===== config.mk =====
export PLATFORM = sky130hd
export DESIGN_NAME = mac_array
export DESIGN_NICKNAME = d
export VERILOG_FILES = /design/src/rtl/mac_array.sv
export SDC_FILE = /design/constraint.sdc
export NUM_CORES = 1
export LEC_CHECK = 0
export ABC_AREA = 0
export CAP_MARGIN = 0
export CELL_PAD_IN_SITES_DETAIL_PLACEMENT = 1
export CELL_PAD_IN_SITES_GLOBAL_PLACEMENT = 1
export CORE_MARGIN = 3
export CORE_UTILIZATION = 30
export CTS_CLUSTER_DIAMETER = 50
export DETAILED_ROUTE_END_ITERATION = 8
export PLACE_DENSITY_LB_ADDON = 0.08
export REMOVE_ABC_BUFFERS = 1
export SYNTH_ARGS = -nofsm -noshare
export SYNTH_HDL_FRONTEND = slang
export SYNTH_SLANG_ARGS = --single-unit

===== constraint.sdc =====
create_clock -name clk -period 14.1 [get_ports clk]
set_input_delay 2.82 -clock clk [delete_from_list [all_inputs] [get_ports clk]]
set_output_delay 2.82 -clock clk [all_outputs]
set_load 0.005 [all_outputs]

===== src/rtl/mac_array.sv =====
// mac_array: LANES-wide multiply-accumulate engine with run sequencer and valid/ready handshakes
// Ports: clk, rst_mem (sync active-high), cfg_signed/cfg_len/start (run setup, sampled on accepted start),
//   busy, in_valid/in_ready/img_in/weight_in (operand beats), out_valid/out_ready/mac_out/sat_flag (result).
// Optional MAC_SAT_EN: saturating per-lane accumulate with sticky sat_flag; otherwise modulo wrap.
module mac_array #(
  parameter int IN_WIDTH  = 8,
  parameter int OUT_WIDTH = 22,
  parameter int LANES     = 4,
  parameter int MAX_LEN   = 256,
  parameter int LEN_W     = $clog2(MAX_LEN + 1)
) (
  input  logic                           clk,
  input  logic                           rst_mem,
  input  logic                           cfg_signed,
  input  logic [LEN_W-1:0]               cfg_len,
  input  logic                           start,
  output logic                           busy,
  input  logic                           in_valid,
  output logic                           in_ready,
  input  logic [LANES*IN_WIDTH-1:0]      img_in,
  input  logic [LANES*IN_WIDTH-1:0]      weight_in,
  output logic                           out_valid,
  input  logic                           out_ready,
  output logic [LANES*OUT_WIDTH-1:0]     mac_out,
  output logic [LANES-1:0]               sat_flag
);
  localparam int PW = 2 * IN_WIDTH;
  typedef enum logic [1:0] {IDLE, RUN, DRAIN, DONE} state_t;
  state_t state_q, state_d;
  logic [LEN_W-1:0] len_q, cnt_q;
  logic sgn_q, mv_q, go, beat, last;
  assign go        = (state_q == IDLE) && start;
  assign in_ready  = state_q == RUN;
  assign busy      = state_q != IDLE;
  assign out_valid = state_q == DONE;
  assign beat      = in_valid && in_ready;
  assign last      = cnt_q == len_q - LEN_W'(1);
  always_comb begin
    state_d = state_q == IDLE  ? (start ? (cfg_len == '0 ? DONE : RUN) : IDLE) :
              state_q == RUN   ? (beat && last ? DRAIN : RUN) :
              state_q == DRAIN ? DONE :
                                 (out_ready ? IDLE : DONE);
  end
  // mv_q marks that mul regs were loaded last edge, so acc only adds real beats
  always_ff @(posedge clk) begin
    if (rst_mem) begin
      state_q <= IDLE;
      len_q   <= '0;
      cnt_q   <= '0;
      sgn_q   <= 1'b0;
      mv_q    <= 1'b0;
    end else begin
      state_q <= state_d;
      mv_q    <= beat;
      if (go) begin
        len_q <= cfg_len;
        sgn_q <= cfg_signed;
        cnt_q <= '0;
      end else if (beat) cnt_q <= cnt_q + LEN_W'(1);
    end
  end
`ifdef MAC_SAT_EN
  logic [LANES-1:0] sat_q, sat_set;
  always_ff @(posedge clk) begin
    if (rst_mem || go) sat_q <= '0;
    else sat_q <= sat_q | sat_set;
  end
  assign sat_flag = sat_q;
`else
  assign sat_flag = '0;
`endif
  for (genvar k = 0; k < LANES; k++) begin : g_lane
    logic [IN_WIDTH-1:0]  a, b;
    logic [PW-1:0]        mul_q, mul_d;
    logic [OUT_WIDTH-1:0] acc_q, acc_d, addend;
    assign a = img_in[k*IN_WIDTH +: IN_WIDTH];
    assign b = weight_in[k*IN_WIDTH +: IN_WIDTH];
    // low PW bits of the product are the same for signed and unsigned once operands are extended
    assign mul_d  = {{IN_WIDTH{sgn_q & a[IN_WIDTH-1]}}, a} * {{IN_WIDTH{sgn_q & b[IN_WIDTH-1]}}, b};
    assign addend = {{(OUT_WIDTH-PW){sgn_q & mul_q[PW-1]}}, mul_q};
`ifdef MAC_SAT_EN
    logic [OUT_WIDTH:0] sum;
    logic ovf;
    assign sum = {sgn_q & acc_q[OUT_WIDTH-1], acc_q} + {sgn_q & addend[OUT_WIDTH-1], addend};
    assign ovf = sgn_q ? sum[OUT_WIDTH] ^ sum[OUT_WIDTH-1] : sum[OUT_WIDTH];
    assign acc_d = !ovf ? sum[OUT_WIDTH-1:0] :
                   !sgn_q ? '1 :
                   sum[OUT_WIDTH] ? {1'b1, {(OUT_WIDTH-1){1'b0}}} : {1'b0, {(OUT_WIDTH-1){1'b1}}};
    assign sat_set[k] = mv_q && ovf;
`else
    assign acc_d = acc_q + addend;
`endif
    always_ff @(posedge clk) begin
      if (rst_mem || go) begin
        mul_q <= '0;
        acc_q <= '0;
      end else begin
        if (beat) mul_q <= mul_d;
        if (mv_q) acc_q <= acc_d;
      end
    end
    assign mac_out[k*OUT_WIDTH +: OUT_WIDTH] = acc_q;
  end
endmodule


==> results.json <==
{
  "async_flop_share_pct": 0,
  "cts_tree": "done",
  "fp.dieH_um": 270,
  "slowest_delay_ns": 0.64,
  "p_per_area_nw_per_um2": 93.8,
  "crit_top_cell": "fa_1",
  "finalSetupViolCount": 0,
  "drc": 0,
  "cts.path.max_buffers": 2,
  "hold_class": "reg2reg",
  "rsz0062_at_grt": "false",
  "critPathKind": "in2reg",
  "ios": 174,
  "top_usage_layer": "met2",
  "clock_sinks": 174,
  "cp-end-kind": "flip-flop",
  "clock.fmax_ghz": 0.125,
  "insertion_delay_ns": 0.49,
  "maxCapViolCount": 0,
  "dr.pass1.iters": 4,
  "grt_antenna_before_repair": 0,
  "multi_input_area_um2": 15900,
  "grt_util_met3_pct": 3.07,
  "syn_area_per_cell_um2": 8.44,
  "synth-seq-area-share_pct": 16.7,
  "initial_core_util_pct": 30.4,
  "gp_congestion": 0.796,
  "crit_family": "adder cells",
  "grt_pass1_wl_mm": 96.2,
  "cts_setup_buffers": 0,
  "maxSlewHeadroom_pct": 32.9,
  "antenna-diode-count": 0,
  "grt.total_usage_pct": 16.1,
  "power.leakage_nw": 10.8,
  "antenna_left": 0,
  "die_w_um": 270,
  "fin_skew_ns": 0.0120,
  "synth_warnings": 0,
  "cts_buffers": 17,
  "cts.reportedPaths.clkPinSlew_ns": 0.07,
  "hpwlAfterDp_mm": 46.0,
  "num_rows": 96,
  "wirelength_mm": 56.7,
  "place_ws_ns": 5.52,
  "finalSetupTns_ns": 0,
  "slew_viol_final": 0,
  "dieArea_um2": 72900,
  "finalPower_mw": 2.26,
  "final_common_cell": "nand2_1",
  "hold_viol": 0,
  "synthFlopType": "dfxtp_1",
  "ys_seq_elements": 174,
  "routedWlPerCell_um": 16.1,
  "drt_iter0_drc": 483,
  "clockRootBuffer": "clkbuf_16",
  "path_buf_inv": 4,
  "vias": 16600,
  "timing.final.crit_share_pct": 56.9,
  "core_area_um2": 68800,
  "cp-start-kind": "input port",
  "grt_pass1_vias": 18400,
  "io_buffers": 169,
  "path_cells": "clkdlybuf4s50_1, nand2_1, or2_2, fa_1, fa_1, inv_1, fa_1, fa_1, inv_1, fa_1, inv_1, ha_1, o21ai_0, nand2b_1, a21o_1, a2111oi_0, nor3_1, nand3_1, nand4_1, a31oi_1",
  "mostFrequentLayoutCells": "nand2_1, inv_1, fa_1",
  "critical_path_arrival_ns": 8.41,
  "drive_above_1_share_pct": 2.66,
  "nets": 3132,
  "areaGrowthSynthToFinish_pct": 15.3,
  "grt_overflow": 0,
  "setup_ws_ns": 6.07,
  "synth_edf_count": 0,
  "worstMarginPinSlew_ns": 1.01,
  "cp_data_required_time_ns": 14.49,
  "use_met1_pct": 20.2,
  "synth_area_um2": 20900,
  "finalCriticalPeriod_ns": 8.03,
  "final-seq-area_um2": 3490,
  "peakVddDrop_mv": 0.0797,
  "h-tree-depth": 4,
  "cts_resized": 0,
  "grt_max_degree": 89,
  "cp_max_fo": 10,
  "grtUsageMet2_pct": 28.4,
  "synthCells": 2478,
  "fillers": 8098,
  "cts_hold_buf": 0,
  "crit_slowest_cell": "clkdlybuf4s50_1",
  "ys_types": 66,
  "via_per_inst": 4.71,
  "outcome": "completed"
}
-- worst reg2reg max path, delay by kind of cell, from the launching register on --
kind                     cells  cell delay, ns
AO/OA/AOI/OAI                4            0.94
flip-flops                   1            0.31
AND/OR/NAND/NOR              6            1.26
adder cells (fa/ha/maj)      6            2.68
buffers and inverters        4            0.54
-- layer usage --
layer  part of all wire (%)  wire length, µm
met5                      0                0
met3                    3.7             2120
met2                     49            27700
met1                     46            26100
met4                    1.5              823
-- through the flow --
stage,util [%],std cells,hold slack [ns],area [µm²]
final,35.0,3523,0.457,24100
after floorplan,-,2384,0.436,20500
after CTS,35.0,3523,0.460,24100
after global placement,34.1,3491,0.447,23500
after detailed placement,34.1,3491,0.452,23500
after global routing,35.0,3523,0.478,24100
-- synthesized netlist by cell type (4+ instances only) --
library cell	number	area (µm²)
clkbuf_1	76	285
mux2i_1	42	420
a31oi_1	15	93.8
or2_2	11	68.8
a21o_1	30	225
o211ai_1	10	75.1
a21oi_1	160	801
nor3_1	46	230
dfxtp_1	174	3480
o31ai_1	4	30.0
ha_1	218	2730
xnor2_1	97	850
a211oi_1	29	218
buf_4	4	30.0
nor2_1	155	582
xor2_1	37	324
fa_1	256	5120
and2_1	143	895
nand2_1	357	1340
or3_1	13	81.3
inv_1	324	1220
nand4_1	11	68.8
nand3_1	28	140
nor4_1	5	31.3
o22ai_1	10	62.6
nor2b_1	28	175
o21bai_1	17	128
a211o_1	6	52.6
a2111oi_0	5	43.8
o21ai_0	48	240
nand2b_1	13	81.3
buf_1	17	63.8
and3_1	17	106
o21a_1	18	135
nand3b_1	4	30.0
-- path summary, 6_finish.rpt --
check                                                      from                          endpoint  slack (ns)  cells past startpoint
worst min-delay path            g_lane[0].mul_q[8]$_SDFFE_PP0P_   g_lane[0].mul_q[8]$_SDFFE_PP0P_        0.46                      2
worst max-delay path                              weight_in[23]  g_lane[2].mul_q[15]$_SDFFE_PP0P_        6.07                     20
worst max register to register               sgn_q$_SDFFE_PP0P_  g_lane[2].mul_q[15]$_SDFFE_PP0P_        8.28                     20
worst min register to register  g_lane[0].mul_q[8]$_SDFFE_PP0P_   g_lane[0].mul_q[8]$_SDFFE_PP0P_        0.46                      2
-- report_power, final --
part | switching, mW | internal [mW] | total (mW)
registers | 0.0170 | 0.514 | 0.531
clock network | 0.226 | 0.293 | 0.519
logic | 0.661 | 0.550 | 1.21
total | 0.904 | 1.36 | 2.26
-- cell families after synthesis --
logic type | Yosys count | synth area share (%)
AO/OA/AOI/OAI | 387 | 11.6
XOR/XNOR | 134 | 5.61
multiplexers | 42 | 2.01
flip-flops | 174 | 16.7
buffers and inverters | 421 | 7.63
other | 1 | 0.0179
AND/OR/NAND/NOR | 845 | 18.9
adder cells (fa/ha/maj) | 474 | 37.6
-- flip-flops by register name (all words and copies together) (netlist names) --
register,cells
g_lane.acc_q,88
g_lane.mul_q,64
cnt_q,9
len_q,9
state_q,2
mv_q,1
sgn_q,1
-- layout make-up --
type | instances | share of cell area [%]
Multi-Input combinational cell | 1886 | 65.8
Sequential cell | 174 | 14.5
Timing Repair Buffer | 176 | 7.24
Inverter | 324 | 5.05
Tap cell | 931 | 4.83
Clock buffer | 20 | 1.94
Clock inverter | 12 | 0.665
Power figures use the tool's default switching activity.
